`src/rtl/mpi_pkg.sv`:
```
// mpi_pkg: shared message type, FSM state encoding and default widths for the MPI transmit path.
package mpi_pkg;
   localparam int MPI_DATA_W = 64;
   localparam int MPI_DEST_W = 32;
   typedef struct packed {
      logic [MPI_DATA_W-1:0] data;
      logic [MPI_DEST_W-1:0] dest;
   } mpi_msg_t;
   typedef enum logic {IDLE, SEND} tx_state_e;
endpackage

```
`src/rtl/rr_arbiter.sv`:
```
// rr_arbiter: combinational round-robin pick of the first request at or after ptr, wrapping.
module rr_arbiter import mpi_pkg::*; #(
   parameter int NUM_REQ = 4,
   parameter int IDX_W   = $clog2(NUM_REQ)
) (
   input  logic [NUM_REQ-1:0] req,
   input  logic [IDX_W-1:0]   ptr,
   output logic [NUM_REQ-1:0] gnt,
   output logic [IDX_W-1:0]   idx
);
   logic             found;
   logic [IDX_W:0]   sum;
   logic [IDX_W-1:0] k;
   always_comb begin
      gnt   = '0;
      idx   = '0;
      found = 1'b0;
      sum   = '0;
      k     = '0;
      for (int i = 0; i < NUM_REQ; i++) begin
         sum = {1'b0, ptr} + (IDX_W+1)'(i);
         k   = (sum >= (IDX_W+1)'(NUM_REQ)) ? IDX_W'(sum - (IDX_W+1)'(NUM_REQ)) : sum[IDX_W-1:0];
         if (!found && req[k]) begin
            found  = 1'b1;
            gnt[k] = 1'b1;
            idx    = k;
         end
      end
   end
endmodule

```
`src/rtl/mpi_tx_sched.sv`:
```
// mpi_tx_sched: credit-gated round-robin scheduler feeding the MPI send bridge.
// Define MPI_TX_SCHED_STATS_EN to add the tx_count and stall_cycles counters.
module mpi_tx_sched import mpi_pkg::*; #(
   parameter int NUM_REQ  = 4,
   parameter int DATA_W   = MPI_DATA_W,
   parameter int DEST_W   = MPI_DEST_W,
   parameter int MAX_CRED = 4,
   parameter int CRED_W   = $clog2(MAX_CRED + 1)
) (
   input  logic                  clk,
   input  logic                  rst_n,
   input  logic [NUM_REQ-1:0]        req_valid,
   input  logic [NUM_REQ*DATA_W-1:0] req_data,
   input  logic [NUM_REQ*DEST_W-1:0] req_dest,
   output logic [NUM_REQ-1:0]        req_yumi,
   output logic                  snd_valid,
   output logic [DATA_W-1:0]     snd_data,
   output logic [DEST_W-1:0]     snd_dest,
   input  logic                  snd_ready,
   input  logic                  cred_ret,
   output logic [CRED_W-1:0]     cred_cnt,
   output logic                  cred_err
`ifdef MPI_TX_SCHED_STATS_EN
   ,
   output logic [31:0]           tx_count,
   output logic [31:0]           stall_cycles
`endif
);
   localparam int IDX_W = $clog2(NUM_REQ);
   tx_state_e        state;
   logic [IDX_W-1:0] ptr, idx;
   logic [NUM_REQ-1:0] gnt;
   logic grant, full, give;
   rr_arbiter #(.NUM_REQ(NUM_REQ)) u_arb (.req(req_valid), .ptr(ptr), .gnt(gnt), .idx(idx));
   assign grant    = state == IDLE && |req_valid && cred_cnt != '0;
   assign full     = cred_cnt == CRED_W'(MAX_CRED);
   // a return into a full pool only counts when this cycle also takes a credit
   assign give     = cred_ret && !(full && !grant);
   assign req_yumi = grant ? gnt : '0;
   always_ff @(posedge clk) begin
      if (!rst_n) begin
         state     <= IDLE;
         snd_valid <= 1'b0;
         snd_data  <= '0;
         snd_dest  <= '0;
         ptr       <= '0;
         cred_cnt  <= CRED_W'(MAX_CRED);
         cred_err  <= 1'b0;
      end else begin
         if (grant) begin
            state     <= SEND;
            snd_valid <= 1'b1;
            snd_data  <= req_data[idx*DATA_W +: DATA_W];
            snd_dest  <= req_dest[idx*DEST_W +: DEST_W];
            ptr       <= (idx == IDX_W'(NUM_REQ-1)) ? '0 : idx + 1'b1;
         end else if (state == SEND && snd_ready) begin
            state     <= IDLE;
            snd_valid <= 1'b0;
         end
         cred_cnt <= cred_cnt - CRED_W'(grant) + CRED_W'(give);
         cred_err <= cred_err | (cred_ret && full && !grant);
      end
   end
`ifdef MPI_TX_SCHED_STATS_EN
   always_ff @(posedge clk) begin
      if (!rst_n) begin
         tx_count     <= '0;
         stall_cycles <= '0;
      end else begin
         if (snd_valid && snd_ready) tx_count <= tx_count + 32'd1;
         if (state == IDLE && |req_valid && cred_cnt == '0 && stall_cycles != '1) stall_cycles <= stall_cycles + 32'd1;
      end
   end
`endif
endmodule

```
`config.mk`:
```
export PLATFORM = sky130hd
export DESIGN_NAME = mpi_tx_sched
export DESIGN_NICKNAME = d
export VERILOG_FILES = /design/src/rtl/mpi_pkg.sv /design/src/rtl/rr_arbiter.sv /design/src/rtl/mpi_tx_sched.sv
export SDC_FILE = /design/constraint.sdc
export NUM_CORES = 1
export LEC_CHECK = 0
export BUFFER_PORTS_ARGS = -buffer_cell sky130_fd_sc_hd__buf_2
export CAP_MARGIN = 20
export CORE_AREA = 2 2 191 193
export CTS_CLUSTER_SIZE = 8
export DETAILED_ROUTE_END_ITERATION = 8
export DIE_AREA = 0 0 193 195
export PLACE_DENSITY = 0.49
export REMOVE_ABC_BUFFERS = 1
export SYNTH_ARGS = -nofsm -noshare
export SYNTH_HDL_FRONTEND = slang
export SYNTH_SLANG_ARGS = --single-unit
export TNS_END_PERCENT = 20
```
`constraint.sdc`:
```
create_clock -name clk -period 3.42 [get_ports clk]
set_input_delay 0.171 -clock clk [delete_from_list [all_inputs] [get_ports clk]]
set_output_delay 0.171 -clock clk [all_outputs]
set_load 0.01 [all_outputs]
```
After elaboration in Yosys (flattened, before gate mapping)
Index checks and enable logic that the tools add are counted.

storage, ports and cells
  memories kept = 0
  RAM bits = 0
  output and inout port bits = 105
  register bits = 103
  memory bits (read-only) = 0
  input port bits = 392
  latch bits = 0
  word-level logic and storage cells = 94

cells by class
  add/sub/neg operators = 10
  muxes and demuxes = 35
  $lt $le $gt $ge = 12
  divide/modulo/power cells = 0
  shifts and indexed selects = 2
  bitwise operators = 5
  reduce and logical (&&, ||, !) cells = 22
  eq/ne operators = 2
  multipliers = 0

operators with widths
  operator                                                                       number
  256-bit by 9-bit indexed part select with 64-bit output                        1
  128-bit by 8-bit indexed part select with 32-bit output                        1
  4-bit two-way mux                                                              5
  2-bit two-way mux                                                              9
  1-bit logical AND                                                              14
  1-bit two-way mux                                                              13
  2-bit by 3-bit less-than comparator with 1-bit output (second input constant)  4
  4-bit bitwise OR                                                               3
  3-bit >= comparator (second input constant)                                    3
  1-bit binary-select mux with 2-bit select                                      4
  1-bit demux with 2-bit select                                                  4
  2-bit by 1-bit >= comparator with 1-bit output (second input constant)         4
  2-bit by 1-bit subtractor with 2-bit output (second input constant)            4
  2-bit by 2-bit adder with 3-bit output (second input constant)                 2
  1-bit zero test                                                                5
  4-bit OR reduction                                                             1
  2-bit by 1-bit adder with 3-bit output (second input constant)                 1
  3-bit by 1-bit adder with 3-bit output                                         1
  3-bit == test (second input constant)                                          1
  2-bit by 3-bit >= comparator with 1-bit output (second input constant)         1
  3-bit nonzero test                                                             1
  3-bit by 1-bit subtractor with 3-bit output                                    1
  2-bit by 1-bit adder with 2-bit output (second input constant)                 1
  2-bit == test (second input constant)                                          1
  3 further kinds                                                                3

Longest topological paths before layout
  depth after elaboration = 16
  gate-level depth with buffers = 12
  depth with buffers taken out = 11

Hierarchy
From an unflattened synthesis, not the netlist that was laid out.

second synthesis, totals
  cell total of the unflattened synthesis = 657
  area, all modules = 7099.3 um2

by module, submodules not included
  module        seq. area each (um2)  area each (um2)  times used  cells an instance
  mpi_tx_sched  2062.0                6680.2           1           611
  rr_arbiter    0.0                   419.2            1           46

Least setup slack after synthesis
OpenSTA, ideal clock, no wires.

  path type = register -> register
  start point = register ptr[0]
  end point = register snd_data[62]
  path buffers = 4
  clock period less this slack = 2.673 ns
  required time = 3.286 ns
  cell stages (with the launch flop) = 12
  path slack = 0.747 ns
  library setup time = 0.134 ns
  arrival = 2.540 ns
  cells stage by stage = dfxtp_1 -> buf_2 -> inv_1 -> ha_1 -> clkbuf_1 -> mux2i_1 -> a211o_1 -> mux2_2 -> buf_2 -> buf_2 -> a32oi_1 -> o211ai_1

on the way
  longest elaborated chain between the ends = 15
  elaborated cells between the ends (all ways) = 37
  classes of those cells = 7 x add/sub; 4 x order compare; 1 x shift; 19 x mux; 6 x reduce/logical

ends and longest elaborated chain
  element                                                                          line                source
  start, declared                                                                  mpi_tx_sched.sv:31  logic [IDX_W-1:0] ptr, idx;
  start signal, assigned                                                           mpi_tx_sched.sv:55  ptr <= (idx == IDX_W'(NUM_REQ-1)) ? '0 : idx + 1'b1;
  branches (longest 13 deep; another with 2-bit by 1-bit adder with 3-bit output)  n/a
  2-bit two-way mux *                                                              rr_arbiter.sv:23    if (!found && req[k]) begin
  256-bit by 9-bit indexed part select with 64-bit output *                        mpi_tx_sched.sv:53  snd_data <= req_data[idx*DATA_W +: DATA_W];
  end signal, assigned                                                             mpi_tx_sched.sv:53
  end, declared                                                                    mpi_tx_sched.sv:17  output logic [DATA_W-1:0] snd_data,

Mark *: on every way between the ends. The select of a mux whose other input is x is not followed.
A chain may end at the register's enable or synchronous reset.

Worst setup path in the final report
  start point = register ptr[1]
  end point = output req_yumi[3]

on the way
  longest elaborated chain between the ends = 15
  elaborated cells between the ends (all ways) = 60
  classes of those cells = 7 x add/sub; 12 x order compare; 28 x mux; 3 x bitwise; 10 x reduce/logical

ends and longest elaborated chain
  element                                                                          line                source
  branches (longest 13 deep; another with 2-bit by 1-bit adder with 3-bit output)  n/a
  4-bit two-way mux *                                                              rr_arbiter.sv:23
  4-bit two-way mux *                                                              mpi_tx_sched.sv:39  assign req_yumi = grant ? gnt : '0;
  end, declared                                                                    mpi_tx_sched.sv:15  output logic [NUM_REQ-1:0] req_yumi,

Marked as above.

==> results.tsv <==
stage	metric	value	unit
outcome	outcome	completed	
synthesis	post-synthesis sequential area ratio	33.6	%
layout	# diodes	0	
sta	final setup margin	0.488	ns
global_routing	gr usage total	14.4	%
clocking	clk slew on worst S/H paths	0.08	ns
detailed_routing	Remaining DRCs	0	
clocking	number of H-tree levels	3	
detailed_routing	Avg WL per Cell	18.1	um
die	Initial Util	17.3	%
synthesis	Yosys top cell by area	dfxtp_1	
clocking	CTS tree	done	
flow_run	max cap viols	0	
die	Ports	497	
synthesis	top cell type's share of synthesized area	33.6	%
placement	area of placed instances	0.00914	mm2
sta	fin crit share	85.7	%
sta	Max Fclk	341	MHz
layout	Area growth syn-to-layout	55.7	%
sta	Final setup viols	0	
placement	HPWL after detailed placement	21800	um
die	DIE HEIGHT	195	um
layout	design area	0.00955	mm2
synthesis	Yosys warnings	0	
layout	nets	1519	
synthesis	Synth Instances	654	
clocking	CTS Buf Count	9	
critical_path	CP Capture Type	output pin	
clocking	Clock Sinks	103	
sta	max-slew violations	0	
clocking	clk_lat worst skew	0.38	ns
die	core area	0.0354	mm2
synthesis	Area contributors post-synth	dfxtp_1 (34%), mux2i_1 (17%), a32oi_1 (14%)	
critical_path	Worst Path Required	3.25	ns
sta	Worst Tran Pin Value	0.706	ns
synthesis	mapped cell area	0.00614	mm2
pwr	Max VDD drop	0.375	mV
detailed_routing	via-per-instance ratio	4.70	
clocking	CTS resizes	0	
clocking	clock tree root driver cell	clkbuf_16	
synthesis	Synth cell types	42	
detailed_routing	drt initial violations	326	
pwr	P_leak	4.53	nW
placement	GP Congestion	0.886	
die	die area	0.0376	mm2
critical_path	crit path max fanout	9	
global_routing	global-route wire length before repair	41400	um
detailed_routing	router iterations before antenna repair	4	
synthesis	number of synthesized flops with an enable pin	0	
sta	Hold Vio Cnt, Final	0	
synthesis	ys async rst share	0	%
synthesis	#FFs+latches synth	103	
die	number of core rows	69	
critical_path	critical setup path kind	flip-flop to output pin	
detailed_routing	DR vias	7429	
layout	share of layout cells above drive strength 1	48.8	%
detailed_routing	Routed Antenna Nets	0	
global_routing	number of global-route vias before repair	7313	
placement	Inst Count DP	1554	
global_routing	largest net degree at the start of global routing	103	
clocking	hold_buf cts	12	
pwr	PwrDens	817	mW/mm2
clocking	Clock Tree Buf Depth	2	
critical_path	startpoint types	flip-flop	
synthesis	syn_area_per_cell	9.38	um2
critical_path	Arr. time, crit path	2.76	ns
sta	minimum clock period	2.93	ns
synthesis	most used flip-flop cell after synthesis	dfxtp_1	
detailed_routing	final wirelength	28600	um
min_path	HP Class	input port to flip-flop	
clocking	post-CTS setup buffers	0	
die	Die Wd	193	um
global_routing	initial antenna violation count	0	
layout	Post-Layout Cell Count	1582	
sta	RSZ-0062 raised after global routing	false	
sta	worst clock skew	0.0131	ns
sta	Slew headroom	52.8	%
placement	pre-CTS WS	0.548	ns
placement	Port Buffers	496	
global_routing	Congestion Overflow GR	0	
power breakdown:
part	internal (W)	total (W)	leakage (nW)	switching, W
Clock	0.000570	0.00110	0.136	0.000532
Combinational	0.00194	0.00456	3.54	0.00263
Sequential	0.00180	0.00214	0.851	0.000340
Total	0.00431	0.00781	4.53	0.00350
per-layer routing:
layer / wire, um / global-route usage [%] / vias up
li1: - / - / 3571
met1: 11600 / 16.9 / 3483
met2: 14200 / 25.1 / 343
met3: 2080 / 3.38 / 32
met4: 689 / 5.78 / 0
met5: 0 / 0 / -
synthesized netlist by cell type (2+ instances only):
master,number
nor2_1,4
nand2_1,5
a32oi_1,96
a22o_1,4
a211o_1,2
buf_2,31
mux2_2,3
xnor2_1,2
clkbuf_1,37
o211ai_1,96
buf_4,9
o21ai_0,5
mux4_2,2
inv_1,7
a21oi_1,5
nand3_1,98
a21boi_0,2
nor3_1,2
and2_1,4
buf_1,4
nor2b_1,2
ha_1,10
mux2i_1,103
dfxtp_1,103
placed cells by master, fill, tap and decap left out, drive strengths merged, types with 3 or more instances in the layout:
cell | netlist | final
buf | 44 | 520
mux2i | 104 | 104
dfxtp | 103 | 103
nand3 | 98 | 98
a32oi | 96 | 96
o211ai | 96 | 96
dlygate4sd3 | 0 | 12
clkbuf | 37 | 11
ha | 10 | 10
inv | 7 | 7
o21ai | 6 | 6
nand2 | 5 | 5
a21oi | 5 | 5
nor2 | 4 | 4
a22o | 4 | 4
and2 | 4 | 4
nor3 | 3 | 3
mux2 | 3 | 3
final timing paths:
| path | slack [ns] | startpoint | cells after the start | to |
|---|---|---|---|---|
| hold reg to reg | 0.49 | snd_dest[7] | 2 | snd_dest[7] |
| hold / removal | 0.03 | req_dest[62] | 3 | snd_dest[30] |
| setup reg to reg | 0.54 | ptr[1] | 8 | snd_dest[1] |
| setup / recovery | 0.49 | ptr[1] | 8 | req_yumi[3] |
cell type report:
class | count | area, um2
inverter | 7 | 26.3
sequential | 103 | 2060
multi-input combinational | 463 | 3710
clock inverter | 5 | 58.8
fill | 3902 | 25800
timing repair buffer | 532 | 2880
tap | 461 | 577
clock buffer | 11 | 233
cells by family (layout without fill, tap and decap cells):
| logic type | after synthesis | after routing | share of synthesized area, % |
|---|---|---|---|
| xor gates and xnor gates | 2 | 2 | 0.286 |
| and+or+nand+nor | 124 | 124 | 10.5 |
| buffers and inverters | 88 | 555 | 6.57 |
| DFF | 103 | 103 | 33.6 |
| adders and majority gates | 11 | 11 | 2.37 |
| AOI/OAI and AO/OA | 217 | 217 | 28.4 |
| muxes | 109 | 109 | 18.3 |
sequential cells by signal, summed over array words and instances (netlist names):
signal and cells:
cred_cnt 3, cred_err 1, ptr 2, snd_data 64, snd_dest 32, state 1
through the flow:
stage / hold WS, ns / setup TNS, ns / power (W) / utilization, %
after floorplan: 0.233 / -408.81 / 0.00489 / -
after global placement: 0.406 / 0 / 0.00671 / 25.8
after detailed placement: 0.412 / 0 / 0.00675 / 25.8
after CTS: 0.000277 / 0 / 0.00790 / 27.0
after global routing: 0.0104 / 0 / 0.00838 / 27.0
final: 0.0282 / 0 / 0.00781 / 27.0
critical path, stage by stage, from the launching register on:
cell,delay [ns]
dfxtp_1,0.33
inv_1,0.12
ha_1,0.44
or3b_2,0.50
a211o_1,0.26
a21oi_1,0.25
o21ai_0,0.14
a21oi_1,0.17
buf_2,0.16
Power figures use the tool's default switching activity.
